**src/rtl/multicycle_main_control.sv**
```systemverilog
// multicycle_main_control
// Main control FSM for the multicycle MIPS datapath. It sequences fetch,
// decode, execute, memory and writeback over several cycles, and it drives
// the 2-bit ALU-op field consumed by the ALU control decoder plus every
// datapath enable.
// Memory states wait on i_memReady. They abort back to FETCH with an o_memErr
// pulse if memory stays silent for MEM_TIMEOUT cycles.
// Optional feature: define MULTICYCLE_ADDI_EN to add the ADDI_EXEC/ADDI_WB
// states. Without it, addi decodes as an illegal opcode.

module multicycle_main_control #(
  parameter int MEM_TIMEOUT = 15,
  parameter int TO_W        = 4
) (
  input  logic       i_clk,
  input  logic       i_rst,
  input  logic [5:0] i_opcode,
  input  logic       i_memReady,
  output logic       o_pcWrite,
  output logic       o_pcWriteCond,
  output logic [1:0] o_pcSource,
  output logic       o_iorD,
  output logic       o_memRead,
  output logic       o_memWrite,
  output logic       o_irWrite,
  output logic       o_memToReg,
  output logic       o_regWrite,
  output logic       o_regDst,
  output logic       o_aluSrcA,
  output logic [1:0] o_aluSrcB,
  output logic [1:0] o_aluOp,
  output logic [3:0] o_state,
  output logic       o_instrDone,
  output logic       o_illegal,
  output logic       o_memErr
);

  localparam logic [3:0] S_FETCH     = 4'd0;
  localparam logic [3:0] S_DECODE    = 4'd1;
  localparam logic [3:0] S_MEM_ADDR  = 4'd2;
  localparam logic [3:0] S_MEM_READ  = 4'd3;
  localparam logic [3:0] S_MEM_WB    = 4'd4;
  localparam logic [3:0] S_MEM_WRITE = 4'd5;
  localparam logic [3:0] S_EXECUTE   = 4'd6;
  localparam logic [3:0] S_R_WB      = 4'd7;
  localparam logic [3:0] S_BRANCH    = 4'd8;
  localparam logic [3:0] S_JUMP      = 4'd9;
`ifdef MULTICYCLE_ADDI_EN
  localparam logic [3:0] S_ADDI_EXEC = 4'd10;
  localparam logic [3:0] S_ADDI_WB   = 4'd11;
  localparam logic [5:0] OP_ADDI     = 6'b001000;
`endif

  localparam logic [5:0] OP_RTYPE = 6'b000000;
  localparam logic [5:0] OP_LW    = 6'b100011;
  localparam logic [5:0] OP_SW    = 6'b101011;
  localparam logic [5:0] OP_BEQ   = 6'b000100;
  localparam logic [5:0] OP_J     = 6'b000010;

  localparam logic [TO_W-1:0] TO_LIMIT = TO_W'(MEM_TIMEOUT);

  logic [3:0]      state;
  logic [3:0]      next_state;
  logic [TO_W-1:0] to_count;
  logic            in_mem_state;
  logic            timeout_hit;

  // Flags the states that issue a memory request and therefore wait on i_memReady
  always_comb begin
    in_mem_state = 1'b0;
    case (state)
      S_FETCH, S_MEM_READ, S_MEM_WRITE: in_mem_state = 1'b1;
      default:                          in_mem_state = 1'b0;
    endcase
  end

  // Timeout fires only while memory is still not ready, so a ready that
  // arrives on the limit cycle wins and the normal transition is taken
  always_comb begin
    timeout_hit = (MEM_TIMEOUT != 0) && in_mem_state && !i_memReady &&
                  (to_count == TO_LIMIT);
  end

  // Next-state logic; opcode is decoded live from IR, which stays stable after FETCH
  always_comb begin
    next_state = state;
    case (state)
      S_FETCH: begin
        if (i_memReady)
          next_state = S_DECODE;
        else if (timeout_hit)
          next_state = S_FETCH;
      end
      S_DECODE: begin
        case (i_opcode)
          OP_LW, OP_SW: next_state = S_MEM_ADDR;
          OP_RTYPE:     next_state = S_EXECUTE;
          OP_BEQ:       next_state = S_BRANCH;
          OP_J:         next_state = S_JUMP;
`ifdef MULTICYCLE_ADDI_EN
          OP_ADDI:      next_state = S_ADDI_EXEC;
`endif
          default:      next_state = S_FETCH;
        endcase
      end
      S_MEM_ADDR:
        next_state = (i_opcode == OP_SW) ? S_MEM_WRITE : S_MEM_READ;
      S_MEM_READ: begin
        if (i_memReady)
          next_state = S_MEM_WB;
        else if (timeout_hit)
          next_state = S_FETCH;
      end
      S_MEM_WB: next_state = S_FETCH;
      S_MEM_WRITE: begin
        if (i_memReady || timeout_hit)
          next_state = S_FETCH;
      end
      S_EXECUTE: next_state = S_R_WB;
      S_R_WB:    next_state = S_FETCH;
      S_BRANCH:  next_state = S_FETCH;
      S_JUMP:    next_state = S_FETCH;
`ifdef MULTICYCLE_ADDI_EN
      S_ADDI_EXEC: next_state = S_ADDI_WB;
      S_ADDI_WB:   next_state = S_FETCH;
`endif
      default:   next_state = S_FETCH;
    endcase
  end

  // State register; a reset mid-instruction simply drops back to FETCH
  always_ff @(posedge i_clk) begin
    if (i_rst)
      state <= S_FETCH;
    else
      state <= next_state;
  end

  // Wait-cycle counter: cleared whenever a state is (re)entered, counts not-ready
  // cycles and parks at the limit so it never wraps
  always_ff @(posedge i_clk) begin
    if (i_rst)
      to_count <= '0;
    else if ((next_state != state) || timeout_hit)
      to_count <= '0;
    else if (in_mem_state && !i_memReady && (MEM_TIMEOUT != 0) &&
             (to_count != TO_LIMIT))
      to_count <= to_count + 1'b1;
  end

  // Moore decode of the control word; reset forces every output low
  always_comb begin
    o_pcWrite     = 1'b0;
    o_pcWriteCond = 1'b0;
    o_pcSource    = 2'b00;
    o_iorD        = 1'b0;
    o_memRead     = 1'b0;
    o_memWrite    = 1'b0;
    o_irWrite     = 1'b0;
    o_memToReg    = 1'b0;
    o_regWrite    = 1'b0;
    o_regDst      = 1'b0;
    o_aluSrcA     = 1'b0;
    o_aluSrcB     = 2'b00;
    o_aluOp       = 2'b00;
    o_instrDone   = 1'b0;
    o_illegal     = 1'b0;
    o_memErr      = 1'b0;
    o_state       = 4'd0;
    if (!i_rst) begin
      o_state  = state;
      o_memErr = timeout_hit;
      case (state)
        S_FETCH: begin
          o_memRead  = 1'b1;
          o_aluSrcB  = 2'b01;
          o_irWrite  = i_memReady;
          o_pcWrite  = i_memReady;
        end
        S_DECODE: begin
          o_aluSrcB = 2'b11;
          case (i_opcode)
            OP_LW, OP_SW, OP_RTYPE, OP_BEQ, OP_J: o_illegal = 1'b0;
`ifdef MULTICYCLE_ADDI_EN
            OP_ADDI:                              o_illegal = 1'b0;
`endif
            default:                              o_illegal = 1'b1;
          endcase
        end
        S_MEM_ADDR: begin
          o_aluSrcA = 1'b1;
          o_aluSrcB = 2'b10;
        end
        S_MEM_READ: begin
          o_memRead = 1'b1;
          o_iorD    = 1'b1;
        end
        S_MEM_WB: begin
          o_regWrite  = 1'b1;
          o_memToReg  = 1'b1;
          o_instrDone = 1'b1;
        end
        S_MEM_WRITE: begin
          o_memWrite  = 1'b1;
          o_iorD      = 1'b1;
          o_instrDone = i_memReady;
        end
        S_EXECUTE: begin
          o_aluSrcA = 1'b1;
          o_aluOp   = 2'b10;
        end
        S_R_WB: begin
          o_regWrite  = 1'b1;
          o_regDst    = 1'b1;
          o_instrDone = 1'b1;
        end
        S_BRANCH: begin
          o_aluSrcA     = 1'b1;
          o_aluOp       = 2'b01;
          o_pcWriteCond = 1'b1;
          o_pcSource    = 2'b01;
          o_instrDone   = 1'b1;
        end
        S_JUMP: begin
          o_pcWrite   = 1'b1;
          o_pcSource  = 2'b10;
          o_instrDone = 1'b1;
        end
`ifdef MULTICYCLE_ADDI_EN
        S_ADDI_EXEC: begin
          o_aluSrcA = 1'b1;
          o_aluSrcB = 2'b10;
        end
        S_ADDI_WB: begin
          o_regWrite  = 1'b1;
          o_instrDone = 1'b1;
        end
`endif
        default: o_state = state;
      endcase
    end
  end

endmodule

```
**config.mk**
```make
export PLATFORM = sky130hd
export DESIGN_NAME = multicycle_main_control
export DESIGN_NICKNAME = d
export VERILOG_FILES = /design/src/rtl/multicycle_main_control.sv
export SDC_FILE = /design/constraint.sdc
export NUM_CORES = 1
export LEC_CHECK = 0
export ABC_AREA = 1
export BUFFER_PORTS_ARGS = -buffer_cell sky130_fd_sc_hd__clkbuf_2
export CAP_MARGIN = 20
export CORE_MARGIN = 5
export CORE_UTILIZATION = 30
export CTS_CLUSTER_DIAMETER = 120
export DETAILED_ROUTE_END_ITERATION = 7
export PLACE_DENSITY = 0.63
export SYNTH_ARGS = -nofsm -noshare
export SYNTH_HDL_FRONTEND = slang
export SYNTH_SLANG_ARGS = --single-unit
```
**constraint.sdc**
```tcl
create_clock -name i_clk -period 2.5 [get_ports i_clk]
set_clock_uncertainty 0.2 [all_clocks]
set_input_delay 0.75 -clock i_clk [delete_from_list [all_inputs] [get_ports i_clk]]
set_output_delay 0.75 -clock i_clk [all_outputs]
set_load 0.005 [all_outputs]
```
[After elaboration in Yosys (flattened, before gate mapping)]
Cells that the tools add are included.
Widths: inputs -> output; s select.
Cells by class
  add/sub/neg operators: 1
  reduce and logical (&&, ||, !) cells: 17
  eq/ne operators: 16
  multiplexer cells: 41
Operator list (count)
  $mux 1: 25
  $pmux 4 s6: 1
  $mux 4: 5
  $eq 4x3->1 const B: 4
  $pmux 4 s4: 1
  $eq 4x4->1 const B: 3
  $eq 6x6->1 const B: 2
  $reduce_or 2->1: 5
  $eq 4x2->1 const B: 2
  $pmux 2 s2: 2
  $eq 6x2->1 const B: 1
  $eq 6x3->1 const B: 1
  $logic_not 6->1: 1
  $mux 2: 3
  $pmux 2 s3: 1
  $reduce_or 3->1: 2
  $reduce_or 5->1: 1
  $add 4x1->4 const B: 1
  $eq 4x1->1 const B: 1
  $logic_not 4->1: 1
  $ne 4x4->1: 1
  $ne 4x4->1 const B: 1
  $pmux 1 s2: 2
  $reduce_or 4->1: 1
  4 further kinds: 7
Word-level totals
  bits in registers: 8

[Longest topological paths before layout]
Gate-level depths: netlist (run 1).
  depth in word-level cells: 11
  gate-level depth with buffers: 9
  depth with buffers taken out: 9

[Worst setup path before layout (run 1)]
Ideal clock, no wire load.
  kind: input -> output
  start point: in i_rst
  end point: out o_pcSource[0]
  stages on the path: 4
  slack: 0.047 ns
  data arrival time: 1.503 ns
  buffers on the path: 3
  cells stage by stage: clkbuf_1 -> clkbuf_1 -> nor2_1 -> buf_4
On the way
  longest elaborated chain between the ends: 1
RTL lines
  from (decl): RTL line 16  | input logic i_rst,
  $mux 2: RTL line 170  | if (!i_rst) begin
  to (decl): RTL line 21  | output logic [1:0] o_pcSource,
No other way between the ends.

[Worst setup path in the final report (run 1)]
  start point: in i_opcode[4]
  end point: out o_illegal
On the way
  longest elaborated chain between the ends: 5
  elaborated cells between the ends (all ways): 9
  classes of those cells: eq/ne: 4; mux: 3; reduce/logical: 2
RTL lines
  from (decl): RTL line 17  | input logic [5:0] i_opcode,
  $eq 6x6->1 (tied with other cells): RTL line 182  | case (i_opcode)
  $reduce_or 5->1 *: RTL line 182
  $mux 1 *: RTL line 182
  $mux 1 *: RTL line 173  | case (state)
  $mux 1 *: RTL line 170
  to (decl): RTL line 34  | output logic o_illegal,
Mark *: on every way between the ends. The rest lies on a longest branch, timed or not.

==> results of run 1 <==
[worst paths after layout]
check | slack [ns] | end | cells after the start | startpoint
max | 0.05 | o_illegal | 8 | i_opcode[4]
min | 0.28 | to_count[3] | 2 | to_count[3]
max reg2reg | 0.92 | to_count[2] | 8 | to_count[0]
min reg2reg | 0.28 | to_count[3] | 2 | to_count[3]
[synth_stat cells (3+ instances only)]
cell,number
nor2_1,29
nand2_1,28
inv_1,21
dfxtp_1,8
a21oi_1,7
nand3_1,6
o21ai_0,6
nor3_1,4
clkbuf_1,3
nor2_2,3
[flip-flops by register name (all words and copies together), names as in the netlist]
name and flops:
state 4, to_count 4
[cell type report]
class / instances / area (um^2)
fillers: 239 / 1250
inverters: 22 / 83.8
well taps: 28 / 35.0
multi-input cells: 97 / 524
flip-flops and latches: 8 / 165
clock buffers: 3 / 22.5
repair buffers: 35 / 198
[cell families (layout without fill, tap and decap cells)]
| kind of cell | Yosys count | count (layout) |
|---|---|---|
| compound gates | 17 | 17 |
| fa+ha+maj | 1 | 1 |
| buf+inv | 26 | 60 |
| flops | 8 | 8 |
| simple gates | 79 | 79 |
[per-layer routing]
metal	track usage [%]	share of wire (%)
met2	20.1	51
met4	4.85	0.96
met1	15.4	42
met3	1.53	5.4
met5	0	0
[critical path, stage by stage]
cell	delay, ns
clkbuf_2	0.11
nor2_4	0.12
nand2_2	0.07
nor2_4	0.13
nand2_1	0.08
nand2_2	0.10
nor3_2	0.05
clkbuf_2	0.10
[power by group]
group | internal, mW | switching [mW] | leakage (nW)
sequential | 0.132 | 0.00508 | 0.0668
combinational | 0.0363 | 0.0554 | 0.436
clock | 0.0549 | 0.0433 | 0.0138
[stage by stage]
step | worst slack [ns] | area [um^2] | power, mW
finish | 0.0463 | 1030 | 0.327
global route | -0.0261 | 1030 | 0.350
CTS | 0.0265 | 966 | 0.321
detailed placement | 0.000325 | 938 | 0.222
global placement | 0.0509 | 938 | 0.221
floorplan | 0.0473 | 732 | 0.189
[what timing repair did]
action | in CTS | in global routing
pin swaps | 0 | 4
resized for setup | 2 | 16
endpoints found under the setup margin | 1 | 4
buffers inserted | 0 | 1
==> impl_metrics.env, run 1 <==
export IMPL_outcome="completed"
export IMPL_finalSetupViolations=0
export IMPL_ys_seq_area_share_pct=21.9
export IMPL_synth_xor_area_share_pct=0
export IMPL_dp_cells=189
export IMPL_finalHoldViolCount=0
export IMPL_synth_fp_nets=141
export IMPL_dieWidth_um=59.4
export IMPL_dieArea_um2=3530
export IMPL_max_slew_margin_pct=83.8
export IMPL_synthAdderAreaFrac_pct=1.71
export IMPL_synth_area_um2=732
export IMPL_drive_gt1_share_pct=37.6
export IMPL_path_class="in2out"
export IMPL_min_period_ns=2.45
export IMPL_cts_root_buf="clkbuf_4"
export IMPL_cts_inserted_buffers=3
export IMPL_start_util_pct=32.2
export IMPL_power_density_nw_per_um2=318
export IMPL_globalRoute_totalOverflow=0
export IMPL_antenna_found_initial=0
export IMPL_critPathRequiredTime_ns=1.55
export IMPL_synth_main_ff_cell="dfxtp_1"
export IMPL_min_path_type="reg2reg"
export IMPL_first_pass_iters=4
export IMPL_drt_iter0_markers=32
export IMPL_dp_hpwl_mm=1.68
export IMPL_routed_wl_mm=2.09
export IMPL_cts_htree_levels=1
export IMPL_post_drt_wl_per_cell_um=10.8
export IMPL_synth_compound_area_share_pct=12.8
export IMPL_netlist_instances=131
export IMPL_synthTopCellsByArea="dfxtp_1 (22%), nor2_1 (15%), nand2_1 (14%)"
export IMPL_clk_path_buf_depth=2
export IMPL_fin_cells=193
export IMPL_drv_cap=0
export IMPL_ios=32
export IMPL_worstSetupStartpointType="input port"
export IMPL_yosys_register_bits=8
export IMPL_arrival_ns=1.50
export IMPL_placementRows=17
export IMPL_tightest_slew_ns=0.241
export IMPL_antennaDiodeCount=0
export IMPL_path_max_fanout=3
export IMPL_gp_congestion=0.803
export IMPL_layout_common_cells="clkbuf_2 (31), nand2_1 (26), nor2_1 (25)"
export IMPL_port_buffers=31
export IMPL_crit_path_end_kind="output pin"
export IMPL_area_delta_synth_final_pct=40.5
export IMPL_finalNetCount=177
export IMPL_core_area_um2=2280
export IMPL_clk_insertion_delay_late_ns=0.25
export IMPL_ys_warn_count=0
export IMPL_finalCritPeriodShare_pct=98.1
export IMPL_ys_types=23
export IMPL_drc=0
export IMPL_cts_sinks=8
export IMPL_grt_use_total_pct=12.0
export IMPL_synth_top_family_by_area="simple AND/OR/NAND/NOR gates"
export IMPL_synth_mux_area_share_pct=0
export IMPL_final_util_pct=45.2
export IMPL_hold_buffers=0
export IMPL_drv_slew=0
export IMPL_post_drt_via_cell_ratio=4.78
export IMPL_cellLeakagePower_nw=0.517
export IMPL_yosysTopAreaCellShare_pct=21.9
export IMPL_grt_pass1_wl_mm=3.43
export IMPL_final_common_cell="clkbuf_2"
export IMPL_avgSynthCellArea_um2=5.59
export IMPL_fp_dieH_um=59.4
export IMPL_ir_drop_uv=140
export IMPL_ant_nets=0
export IMPL_synthArstFlopShare_pct=0
export IMPL_grt_pass1_vias=840
export IMPL_setup_tns_ns=0
export IMPL_timing_fmax_mhz=408
export IMPL_yosysTopAreaCell="dfxtp_1"
export IMPL_vias=923
export IMPL_yosys_area_share_simple_pct=49.6
export IMPL_cts_tree="yes"
export IMPL_grt_start_max_net_pins=24
export IMPL_holdWs_ns=0.278
export IMPL_synth_edff_count=0
export IMPL_clk_pin_slew_ns=0.05
Power figures use the tool's default switching activity.
==> run 2: changes to the inputs <==
Settings changed: RECOVER_POWER from default to 25.
==> impl_metrics.env, run 2 (synthesis gave the netlist of run 1 again) <==
export IMPL_area_delta_synth_final_pct=40.0
export IMPL_port_buffers=31
export IMPL_cts_inserted_buffers=3
export IMPL_cts_htree_levels=1
export IMPL_core_area_um2=2280
export IMPL_final_common_cell="clkbuf_2"
export IMPL_drive_gt1_share_pct=37.0
export IMPL_drv_slew=0
export IMPL_finalHoldViolCount=0
export IMPL_antenna_found_initial=0
export IMPL_drc=0
export IMPL_critPathRequiredTime_ns=1.55
export IMPL_clk_path_buf_depth=2
export IMPL_crit_path_end_kind="output pin"
export IMPL_power_density_nw_per_um2=319
export IMPL_timing_final_ws_setup_ns=0.0453
export IMPL_start_util_pct=32.2
export IMPL_grt_use_total_pct=12.0
export IMPL_cts_root_buf="clkbuf_4"
export IMPL_dp_hpwl_mm=1.68
export IMPL_finalSetupViolations=0
export IMPL_vias=926
export IMPL_hold_buffers=0
export IMPL_max_slew_margin_pct=83.9
export IMPL_grt_pass1_wl_mm=3.43
export IMPL_timing_fmax_mhz=407
export IMPL_dieArea_um2=3530
export IMPL_min_period_ns=2.45
export IMPL_arrival_ns=1.50
export IMPL_largestRegisters="state: 4 flops, to_count: 4 flops"
export IMPL_finalCritPeriodShare_pct=98.2
export IMPL_globalRoute_totalOverflow=0
export IMPL_ios=32
export IMPL_path_class="in2out"
export IMPL_cts_sinks=8
export IMPL_post_drt_wl_per_cell_um=10.9
export IMPL_layout_common_cells="clkbuf_2 (31), nand2_1 (26), nor2_1 (25)"
export IMPL_post_drt_via_cell_ratio=4.80
export IMPL_max_stage_delay_ns=0.13
export IMPL_placementRows=17
export IMPL_ant_nets=0
export IMPL_reg2reg_depth=8
export IMPL_first_pass_iters=4
export IMPL_cts_tree="yes"
export IMPL_post_place_ws_ns=0.000325
export IMPL_tightest_slew_ns=0.240
export IMPL_gp_congestion=0.803
export IMPL_clk_insertion_delay_late_ns=0.25
export IMPL_finalNetCount=177
export IMPL_ir_drop_uv=140
export IMPL_dieWidth_um=59.4
export IMPL_holdPathStages=2
export IMPL_routed_wl_mm=2.10
export IMPL_path_cells="clkbuf_2 > nor2_4 > nand2_2 > nor2_4 > nand2_1 > nand2_2 > nor3_2 > clkbuf_2"
export IMPL_path_max_fanout=3
export IMPL_worstSetupStartpointType="input port"
export IMPL_fp_dieH_um=59.4
export IMPL_min_path_type="reg2reg"
export IMPL_clk_pin_slew_ns=0.05
export IMPL_final_util_pct=45.0
export IMPL_outcome="completed"
export IMPL_drv_cap=0
export IMPL_antennaDiodeCount=0
export IMPL_grt_pass1_vias=840
export IMPL_critPathSlowestCell="nor2_4"
export IMPL_drt_iter0_markers=32
export IMPL_grt_start_max_net_pins=24
export IMPL_cellLeakagePower_nw=0.514
-- run 2: cell count changes in the layout (fill, tap and decap cells not counted), sizes merged --
| cell | previous run | this run |
|---|---|---|
| buf | 4 | 3 |
| clkbuf | 34 | 35 |
-- run 2: layout make-up --
cell class / count / area [um^2]
Inverter: 22 / 83.8
Multi-Input combinational cell: 97 / 524
Timing Repair Buffer: 35 / 194
Fill cell: 239 / 1250
Sequential cell: 8 / 165
Tap cell: 28 / 35.0
Clock buffer: 3 / 22.5
-- run 2: power breakdown --
part | switching, mW | leakage [nW] | total (mW) | internal [mW]
registers | 0.00510 | 0.0668 | 0.137 | 0.132
clock network | 0.0432 | 0.0138 | 0.0981 | 0.0549
logic | 0.0554 | 0.433 | 0.0916 | 0.0362
total | 0.104 | 0.514 | 0.327 | 0.223
-- run 2: per-stage QoR --
stage	TNS [ns]	instance area, um^2	hold WS (ns)	std cells	power, mW
floorplan	0	732	0.228	131	0.189
CTS	0	966	0.286	192	0.321
detailed placement	0	938	0.275	189	0.222
finish	0	1020	0.278	193	0.327
global placement	0	938	0.251	189	0.221
global route	-0.0341	1020	0.315	193	0.349
-- run 2: layer usage --
layer	wire length, um	global-route usage [%]	vias to the layer above
met3	112	1.53	2
met1	896	15.4	413
met4	20	4.85	0
li1	-	-	480
met2	1070	20.1	31
met5	0	0	-
-- run 2: what timing repair did --
action / 4_1_cts / 5_1_grt
resized for setup: 2 / 16
setup buffers: 0 / 1
setup endpoints to repair: 1 / 4
pin swaps: 0 / 4
-- run 2: final timing paths --
| path | end | from | slack, ns |
|---|---|---|---|
| setup / recovery | o_illegal | i_opcode[4] | 0.05 |
| setup reg to reg | to_count[2] | to_count[0] | 0.92 |
| hold reg to reg | to_count[3] | to_count[3] | 0.28 |
| hold / removal | to_count[3] | to_count[3] | 0.28 |
-- run 2: critical path, delay by kind of cell --
family	cells	cell delay [ns]
buffers and inverters	2	0.21
AND/OR/NAND/NOR	6	0.55
